### config.mk
export PLATFORM = sky130hd
export DESIGN_NAME = etapa_ex
export DESIGN_NICKNAME = d
export VERILOG_FILES = /design/src/rtl/etapa_ex.sv
export SDC_FILE = /design/constraint.sdc
export NUM_CORES = 1
export LEC_CHECK = 0
export CAP_MARGIN = 20
export CORE_MARGIN = 10
export CORE_UTILIZATION = 50
export CTS_BUF_LIST = sky130_fd_sc_hd__clkbuf_8
export CTS_CLUSTER_SIZE = 8
export DETAILED_ROUTE_END_ITERATION = 7
export PLACE_DENSITY = 0.74
export REMOVE_ABC_BUFFERS = 1
export SETUP_SLACK_MARGIN = 0.3
export SLEW_MARGIN = 40
export SYNTH_ARGS = -nofsm -noshare
export SYNTH_HDL_FRONTEND = slang
export SYNTH_SLANG_ARGS = --single-unit
export TNS_END_PERCENT = 100
### constraint.sdc
create_clock -name clk -period 4.05 [get_ports clk]
set_input_delay 0.405 -clock clk [delete_from_list [all_inputs] [get_ports clk]]
set_output_delay 0.405 -clock clk [all_outputs]
set_load 0.01 [all_outputs]
### src/rtl/etapa_ex.sv
// -----------------------------------------------------------------------------
// etapa_ex -- execute stage of the pipelined MIPS core.
//
// Sits directly after the ID/EX pipeline register. Decodes the ALU operation
// from AluOP/funct, computes the result, selects the destination register and
// registers everything into the EX/MEM boundary. Also holds a 32-cycle
// iterative unsigned multiply/divide unit with its HI/LO registers. While that
// unit is busy, any instruction that needs it raises a combinational stall.
//
// Ports:
//   clk, rst_n           pipeline clock; asynchronous active-low reset
//   valid_in             ID/EX holds a real instruction (0 = bubble)
//   AluOP, funct         operation select (funct is used when AluOP = 010)
//   RegDsr               destination select: 1 = rd, 0 = rt
//   RegWrite             instruction writes the register file
//   data1, data2         operands A (rs) and B (rt or immediate)
//   store_data           rt value carried through for stores
//   rt, rd               candidate destination register indices
//   stall_out            freezes PC, IF/ID and ID/EX (combinational)
//   valid_out            EX/MEM holds a real instruction
//   resultado            ALU / HI / LO result
//   store_out            registered store_data
//   reg_destino          selected destination register
//   RegWrite_out         qualified, registered write enable
// -----------------------------------------------------------------------------
module etapa_ex (
    input  logic        clk,
    input  logic        rst_n,
    input  logic        valid_in,
    input  logic [2:0]  AluOP,
    input  logic        RegDsr,
    input  logic        RegWrite,
    input  logic [31:0] data1,
    input  logic [31:0] data2,
    input  logic [31:0] store_data,
    input  logic [4:0]  rt,
    input  logic [4:0]  rd,
    input  logic [5:0]  funct,
    output logic        stall_out,
    output logic        valid_out,
    output logic [31:0] resultado,
    output logic [31:0] store_out,
    output logic [4:0]  reg_destino,
    output logic        RegWrite_out
);

    localparam logic [5:0] FN_ADD   = 6'b100000;
    localparam logic [5:0] FN_SUB   = 6'b100010;
    localparam logic [5:0] FN_AND   = 6'b100100;
    localparam logic [5:0] FN_OR    = 6'b100101;
    localparam logic [5:0] FN_SLT   = 6'b101010;
    localparam logic [5:0] FN_MULTU = 6'b011001;
    localparam logic [5:0] FN_DIVU  = 6'b011011;
    localparam logic [5:0] FN_MFHI  = 6'b010000;
    localparam logic [5:0] FN_MFLO  = 6'b010010;

    typedef enum logic [1:0] {
        IDLE = 2'd0,
        MUL  = 2'd1,
        DIV  = 2'd2
    } mdu_state_t;

    mdu_state_t  state;
    mdu_state_t  next_state;
    logic [5:0]  count;
    logic [31:0] acc_hi;
    logic [31:0] acc_lo;
    logic [31:0] operand;
    logic [31:0] hi_reg;
    logic [31:0] lo_reg;
    logic        busy;

    logic [31:0] alu_result;
    logic        legal;
    logic        is_mul;
    logic        is_div;
    logic        is_md_funct;
    logic        accept;
    logic        start_mul;
    logic        start_div;
    logic [4:0]  dest;

    logic [32:0] mul_sum;
    logic [32:0] div_shifted;
    logic        div_ge;
    logic [31:0] step_hi;
    logic [31:0] step_lo;

    assign busy = (state != IDLE);

    // Operation decode. multu/divu are legal instructions but never write the
    // register file, so they leave legal at 0 and only flag the unit start.
    always_comb begin
        alu_result = 32'd0;
        legal      = 1'b0;
        is_mul     = 1'b0;
        is_div     = 1'b0;
        case (AluOP)
            3'b000: begin alu_result = data1 + data2; legal = 1'b1; end
            3'b001: begin alu_result = data1 - data2; legal = 1'b1; end
            3'b010: begin
                case (funct)
                    FN_ADD:   begin alu_result = data1 + data2; legal = 1'b1; end
                    FN_SUB:   begin alu_result = data1 - data2; legal = 1'b1; end
                    FN_AND:   begin alu_result = data1 & data2; legal = 1'b1; end
                    FN_OR:    begin alu_result = data1 | data2; legal = 1'b1; end
                    FN_SLT:   begin
                        alu_result = {31'd0, $signed(data1) < $signed(data2)};
                        legal      = 1'b1;
                    end
                    FN_MULTU: is_mul = 1'b1;
                    FN_DIVU:  is_div = 1'b1;
                    FN_MFHI:  begin alu_result = hi_reg; legal = 1'b1; end
                    FN_MFLO:  begin alu_result = lo_reg; legal = 1'b1; end
                    default:  begin alu_result = 32'd0; legal = 1'b0; end
                endcase
            end
            3'b011: begin alu_result = data1 & data2; legal = 1'b1; end
            3'b100: begin alu_result = data1 | data2; legal = 1'b1; end
            3'b101: begin
                alu_result = {31'd0, $signed(data1) < $signed(data2)};
                legal      = 1'b1;
            end
            3'b110: begin alu_result = {data2[15:0], 16'd0}; legal = 1'b1; end
            default: begin alu_result = 32'd0; legal = 1'b0; end
        endcase
    end

    assign is_md_funct = (funct == FN_MULTU) || (funct == FN_DIVU) ||
                         (funct == FN_MFHI)  || (funct == FN_MFLO);

    // Only instructions that touch the mul/div unit wait for it; a second
    // multu/divu is held here, so an in-flight operation is never overwritten.
    assign stall_out = valid_in & busy & is_md_funct & (AluOP == 3'b010);
    assign accept    = valid_in & ~stall_out;
    assign start_mul = accept & is_mul;
    assign start_div = accept & is_div;
    assign dest      = RegDsr ? rd : rt;

    // One shift-add multiply step: multiplier bits are consumed from acc_lo[0]
    // while product bits shift in from the top, so {acc_hi,acc_lo} ends as the
    // 64-bit product after 32 steps.
    assign mul_sum = {1'b0, acc_hi} + (acc_lo[0] ? {1'b0, operand} : 33'd0);

    // One restoring divide step. The partial remainder is always below the
    // divisor, so after the subtraction it fits in 32 bits. A zero divisor
    // always "fits", which yields an all-ones quotient and HI = dividend.
    assign div_shifted = {acc_hi, acc_lo[31]};
    assign div_ge      = (div_shifted >= {1'b0, operand});

    always_comb begin
        step_hi = acc_hi;
        step_lo = acc_lo;
        case (state)
            MUL: begin
                step_hi = mul_sum[32:1];
                step_lo = {mul_sum[0], acc_lo[31:1]};
            end
            DIV: begin
                step_hi = div_ge ? (div_shifted[31:0] - operand) : div_shifted[31:0];
                step_lo = {acc_lo[30:0], div_ge};
            end
            default: begin
                step_hi = acc_hi;
                step_lo = acc_lo;
            end
        endcase
    end

    always_ff @(posedge clk or negedge rst_n) begin
        if (!rst_n) begin
            state <= IDLE;
        end else begin
            state <= next_state;
        end
    end

    always_comb begin
        next_state = state;
        case (state)
            IDLE: begin
                if (start_mul) begin
                    next_state = MUL;
                end else if (start_div) begin
                    next_state = DIV;
                end
            end
            MUL, DIV: begin
                if (count == 6'd1) begin
                    next_state = IDLE;
                end
            end
            default: next_state = IDLE;
        endcase
    end

    // Unit datapath. HI/LO only change on the final step, so mfhi/mflo never
    // observe a half-finished result.
    always_ff @(posedge clk or negedge rst_n) begin
        if (!rst_n) begin
            count   <= 6'd0;
            acc_hi  <= 32'd0;
            acc_lo  <= 32'd0;
            operand <= 32'd0;
            hi_reg  <= 32'd0;
            lo_reg  <= 32'd0;
        end else if (state == IDLE) begin
            if (start_mul) begin
                acc_hi  <= 32'd0;
                acc_lo  <= data2;
                operand <= data1;
                count   <= 6'd32;
            end else if (start_div) begin
                acc_hi  <= 32'd0;
                acc_lo  <= data1;
                operand <= data2;
                count   <= 6'd32;
            end
        end else begin
            acc_hi <= step_hi;
            acc_lo <= step_lo;
            count  <= count - 6'd1;
            if (count == 6'd1) begin
                hi_reg <= step_hi;
                lo_reg <= step_lo;
            end
        end
    end

    // EX/MEM register. Stalled or empty slots become full bubbles.
    always_ff @(posedge clk or negedge rst_n) begin
        if (!rst_n) begin
            valid_out    <= 1'b0;
            RegWrite_out <= 1'b0;
            resultado    <= 32'd0;
            store_out    <= 32'd0;
            reg_destino  <= 5'd0;
        end else if (!accept) begin
            valid_out    <= 1'b0;
            RegWrite_out <= 1'b0;
            resultado    <= 32'd0;
            store_out    <= 32'd0;
            reg_destino  <= 5'd0;
        end else begin
            valid_out    <= 1'b1;
            RegWrite_out <= RegWrite & legal & (dest != 5'd0);
            resultado    <= alu_result;
            store_out    <= store_data;
            reg_destino  <= dest;
        end
    end

endmodule

=== After elaboration in Yosys (flattened, before gate mapping) ===
Cells that the tools add are included.

* Register bits: 239
* Latch bits: 0
* Memory bits (writable): 0
* Bits in read-only memories: 0
* Output and inout bits: 72
* Word-level logic and storage cells: 98
* Memories kept: 0

* Add/sub/neg operators: 5
* $mul: 0
* Divide/modulo/power cells: 0
* Order comparisons: 2
* Equal/unequal tests: 20
* Shift operators: 0
* Multiplexer cells: 33
* Bitwise gates (word level): 12
* Reductions and logical operators: 14

{| class="wikitable"
|+ Operator list
! cell !! number
|-
| $pmux W32 S7 || 2
|-
| $mux W32 || 12
|-
| $pmux W32 S2 || 2
|-
| $sub A32 B32 Y32 || 2
|-
| $add A32 B32 Y33 || 1
|-
| $ge A33 B32 Y1 || 1
|-
| $add A32 B32 Y32 || 1
|-
| $and A32 B32 Y32 || 1
|-
| $lt A32 B32 Y1 || 1
|-
| $or A32 B32 Y32 || 1
|-
| $eq A6 B6 Y1 const B || 5
|-
| $eq A6 B5 Y1 const B || 4
|-
| $mux W6 || 3
|-
| $mux W5 || 2
|-
| $eq A3 B3 Y1 const B || 3
|-
| $and A1 B1 Y1 || 8
|-
| $mux W1 || 7
|-
| $reduce_or A7 Y1 || 1
|-
| $eq A3 B2 Y1 const B || 2
|-
| $eq A6 B1 Y1 const B || 1
|-
| $mux W2 || 3
|-
| $reduce_and A2 Y1 || 3
|-
| $reduce_or A6 Y1 || 1
|-
| $sub A6 B1 Y6 const B || 1
|-
| other kinds (14) || 18
|}

=== Depth between registers and ports, before layout ===
* Depth after elaboration: 12
* Gate-level depth with buffers: 14
* Mapped depth without buffers: 14

=== Least setup slack after synthesis ===
OpenSTA, ideal clock, no wires.

* Path type: register to register
* Start: register acc_lo[0]
* End: register acc_hi[27]
* Arrival time: 3185 ps
* Data required time: 3920 ps
* Setup slack: 735 ps
* Cell stages (with the launch flop): 15
* Cell sequence: dfrtp_1 clkbuf_1 and2_1 ha_1 fa_1 a211o_1 o211ai_1 a31o_2 o22ai_1 a32oi_1 a21oi_1 a311oi_1 xnor2_1 a211oi_1 o21ai_1

* Word-level cells in the longest chain between the ends: 4

{| class="wikitable"
|+ Ends and longest elaborated chain
! what !! RTL line !! RTL
|-
| start, declared || 67 || <nowiki>logic [31:0] acc_lo;</nowiki>
|-
| start signal, assigned || 210 || <nowiki>acc_lo <= data2;</nowiki>
|-
| start signal, assigned || 215 || <nowiki>acc_lo <= data1;</nowiki>
|-
| start signal, assigned || 221 || <nowiki>acc_lo <= step_lo;</nowiki>
|-
| $mux W32 || 143 || <nowiki>assign mul_sum = {1'b0, acc_hi} + (acc_lo[0] ? {1'b0, operand} : 33'd0);</nowiki>
|-
| $add A32 B32 Y33 || 143 ||
|-
| $pmux W32 S2 || 154 || <nowiki>case (state)</nowiki>
|-
| $mux W32 || 207 || <nowiki>end else if (state == IDLE) begin</nowiki>
|-
| end signal, assigned || 220 || <nowiki>acc_hi <= step_hi;</nowiki>
|-
| end, declared || 66 || <nowiki>logic [31:0] acc_hi;</nowiki>
|}

No other way between the ends.
A chain may end at the register's enable or synchronous reset.

=== Worst setup path after layout ===
* Start: register acc_hi[15]
* End: register acc_hi[31]

* Word-level cells in the longest chain between the ends: 4

{| class="wikitable"
|+ Ends and longest elaborated chain
! what !! RTL line !! RTL
|-
| $sub A32 B32 Y32 or $ge A33 B32 Y1 (tied branches) || 160, 149 ||
|-
| $mux W32 || 160 || <nowiki>step_hi = div_ge ? (div_shifted[31:0] - operand) : div_shifted[31:0];</nowiki>
|-
| $pmux W32 S2 (*) || 154 ||
|-
| $mux W32 (*) || 207 ||
|}

Mark *: on every way between the ends. The rest lies on a longest branch, timed or not.

==> metrics.csv <==
stage;metric;value;unit
critical_path;worst-path maximum fanout;7;
finish;Fillers;3686;
route;final wirelength;78800;um
timing;setup violation total in the final timing report;0;
synth;leading area contributor after synthesis;dfrtp_1;
synth;Seq cells post-synth;239;
synth;Async SR Flop Fraction;100;%
route;# DRC;0;
min_path;Tightest Hold Check Type;in2async;
critical_path;r2r startpoint;acc_hi[15];
timing;final hold vios;0;
timing;Worst Skew;0.0271;ns
critical_path;endpoint class of the critical path;flop;
timing;period utilization;88.5;%
finish;Multi-input gate area;13500;um^2
critical_path;Crit path arrival time;4.04;ns
route;DRT Pass-1 Iters;8;
global_route;initial antenna violation count;4;
synth;EDFF count, synth;0;
floorplan;die height;223;um
route;total number of vias;20900;
clocking;CTS Buf Count;42;
finish;Finished Core Util;59.8;%
synth;post-synthesis compound-gate area fraction;28.7;%
synth;largest family of logic cells by synthesized area;compound AO/OA/AOI/OAI gates;
route;post-route ant nets;0;
placed_design;Port Buf Inserts;191;
route;Starting DRT DRC Count;2469;
route;WL per Instance;23.9;um
critical_path;flop-to-flop setup slack;0.47;ns
synth;post-synth cell types;89;
finish;Area Overhead vs Synth;18.8;%
floorplan;io pins;192;
placed_design;RePlAce Congestion;0.996;
clocking;CTS max path bufs;3;
global_route;vias in the first global route;20200;
power;Worst IR Drop VDD;0.000443;V
synth;Synth Area in XOR/XNOR;3.63;%
timing;min Tclk post-route;3.58;ns
synth;part of the Yosys area used for sequential elements;29.1;%
timing;RSZ-0062 raised after global routing;true;
timing;slew at the pin closest to its max-slew limit;0.815;ns
floorplan;core area;40700;um^2
critical_path;reg2reg path depth;11;
placed_design;dpl hpwl;60200;um
clocking;Worst-path clk slew;0.07;ns
global_route;first-pass GRT wire length;120000;um
global_route;largest net degree at the start of global routing;96;
floorplan;# rows;74;
timing;fin worst setup slack;0.466;ns
run;maxcap violations;0;
floorplan;starting density of the core;50.4;%
timing;Fmax;279;MHz
critical_path;Worst setup SP type;flop;
clocking;clock sinks;239;
clocking;Clk Latency, worst-skew pair;0.60;ns
power;leakage;10.8;nW
synth;Post-Synth Simple-Gate Area;16.8;%
global_route;GRT overflow;0;
critical_path;WP data required;4.51;ns
timing;max-slew violations;0;
synth;top_reg_cell synth;dfrtp_1;
timing;Worst slew margin;45.6;%
clocking;CTS tree;yes;
route;vias per inst;6.36;
synth;yosys warns;0;
power;PwrDens;560;nW/um^2
synth;Synth area leaders;dfrtp_1 (29%), ha_1 (11%), o21ai_0 (6.4%);
clocking;H-tree depth;2;
finish;layout cells sized above 1;9.46;%
placed_design;pre-CTS WS;-0.00465;ns
synth;top cell type's share of synthesized area;29.1;%
synth;Mapped Area;20500;um^2
finish;Reg area;5980;um^2
outcome;status;completed;
synth;post-synthesis mux area share;4.44;%
finish;Final nets;3040;
critical_path;kind of critical path;reg2reg;
synth;Syn Area/Cell;8.06;um^2
clocking;root buf cell;clkbuf_8;
synth;Mapped Cells;2545;
synth;Synth Area in Adders;11.5;%
floorplan;Die ar.;49500;um^2
global_route;GRT Total Usage;30.4;%
critical_path;R2R Path End;acc_hi[31];
floorplan;Die Wd;223;um
layer usage:
layer	up-vias	track usage, %	routed length, um
met5	-	0	13
met4	2	10.8	2730
met3	179	3.41	6360
met2	1040	49.7	37000
met1	10200	40.6	32600
li1	9565	-	-
worst max-delay path, cell delays in order, from the launching register on:
cell and delay (ns):
dfrtp_1 0.44, ha_1 0.40, a21oi_1 0.29, o21ai_0 0.15
a41oi_1 0.31, a21oi_4 0.09, a221oi_4 0.46, a2111oi_4 0.20
o21ai_1 0.57, o22ai_1 0.25, a21oi_1 0.18, a22oi_1 0.09
kinds of logic after synthesis:
kind of cell	Yosys count
AO/OA/AOI/OAI	914
AND/OR/NAND/NOR	729
buffers and inverters	305
flip-flops	239
adder cells (fa/ha/maj)	186
multiplexers	87
XOR/XNOR	85
Yosys cell counts, types with 8 or more instances:
| cell | n |
|---|---|
| nand2_1 | 298 |
| o21ai_0 | 261 |
| dfrtp_1 | 239 |
| a21oi_1 | 206 |
| ha_1 | 182 |
| inv_1 | 142 |
| nor2_1 | 140 |
| clkbuf_1 | 138 |
| and2_1 | 75 |
| mux2i_1 | 72 |
| xnor2_1 | 57 |
| a21o_1 | 49 |
| a31oi_1 | 47 |
| o211ai_1 | 46 |
| a22oi_1 | 41 |
| o22ai_1 | 41 |
| nand3_1 | 37 |
| o21bai_1 | 31 |
| or3_1 | 31 |
| a221oi_1 | 28 |
| xor2_1 | 28 |
| nor3_1 | 26 |
| nand2b_1 | 21 |
| nor2b_1 | 19 |
| and3_1 | 17 |
| a222oi_1 | 15 |
| nand4_1 | 15 |
| buf_1 | 14 |
| o21ai_1 | 14 |
| o221ai_1 | 13 |
| o31ai_1 | 13 |
| a211oi_1 | 11 |
| o21a_1 | 11 |
| a221o_1 | 9 |
| nor4_1 | 9 |
| mux2_2 | 8 |
| nor3b_1 | 8 |
area by class of cell:
type	instances	area share (%)
timing repair buffer	305	11.7
inverter	144	2.22
clock inverter	16	0.395
sequential	239	24.5
tap	532	2.73
antenna	1	0.0103
clock buffer	53	2.99
multi-input combinational	2002	55.4
how the worst max path moves through the flow:
stage / start / to / cells after the start / slack, ns
finish: acc_hi[15] / acc_hi[31] / 11 / 0.47
global route: operand[0] / acc_hi[31] / 14 / 0.25
floorplan: funct[4] / acc_lo[10] / 8 / -1.40
detailed placement: data2[7] / resultado[30] / 13 / -0.005
global placement: data2[7] / resultado[30] / 13 / -0.04
CTS: operand[0] / acc_hi[27] / 13 / 0.28
through the flow:
stage	hold WS (ns)	TNS (ns)	power, W	instances	area, um^2
2_1_floorplan	0.109	-55.64	0.00862	2384	19900
3_3_place_gp	0.460	-0.0963	0.0108	3215	23300
3_5_place_dp	0.347	-0.00465	0.0110	3216	23400
4_1_cts	0.325	0	0.0133	3286	24200
5_1_grt	0.338	0	0.0146	3291	24400
6_report	0.308	0	0.0137	3292	24400
cell usage in the layout, fill, tap and decap left out, types with 17 or more instances in the layout:
cell | Yosys | layout
o211ai_1 | 46 | 46
mux2i_1 | 72 | 72
dfrtp_1 | 239 | 239
and2_1 | 75 | 73
nor2_1 | 140 | 139
inv_1 | 142 | 150
ha_1 | 182 | 177
nor2b_1 | 19 | 17
a221oi_1 | 28 | 27
buf_4 | 1 | 107
o22ai_1 | 41 | 41
a21oi_1 | 206 | 203
o21ai_0 | 261 | 259
xor2_1 | 28 | 28
a21o_1 | 49 | 49
or3_1 | 31 | 31
clkbuf_8 | 0 | 53
nand3_1 | 37 | 36
a22oi_1 | 41 | 39
a31oi_1 | 47 | 47
xnor2_1 | 57 | 57
o21bai_1 | 31 | 31
nand2_1 | 298 | 297
clkdlybuf4s50_1 | 0 | 188
nand2b_1 | 21 | 21
and3_1 | 17 | 17
nor3_1 | 26 | 26
power breakdown:
group | leakage, nW | total, W | switching, W | internal [W]
combinational | 7.28 | 0.00763 | 0.00457 | 0.00306
sequential | 3.08 | 0.00375 | 0.000702 | 0.00305
clock | 0.453 | 0.00227 | 0.00109 | 0.00118
total | 10.8 | 0.0137 | 0.00636 | 0.00729
what timing repair did:
action                                 in CTS  in global routing
gates resized for setup                     2                 16
buffers inserted                            0                  4
pin swaps                                   1                  6
setup endpoints to repair                   7                 29
hold buffers                                1                  0
cloned                                      0                  1
endpoints found under the hold margin      40                  0
Power figures use the tool's default switching activity.
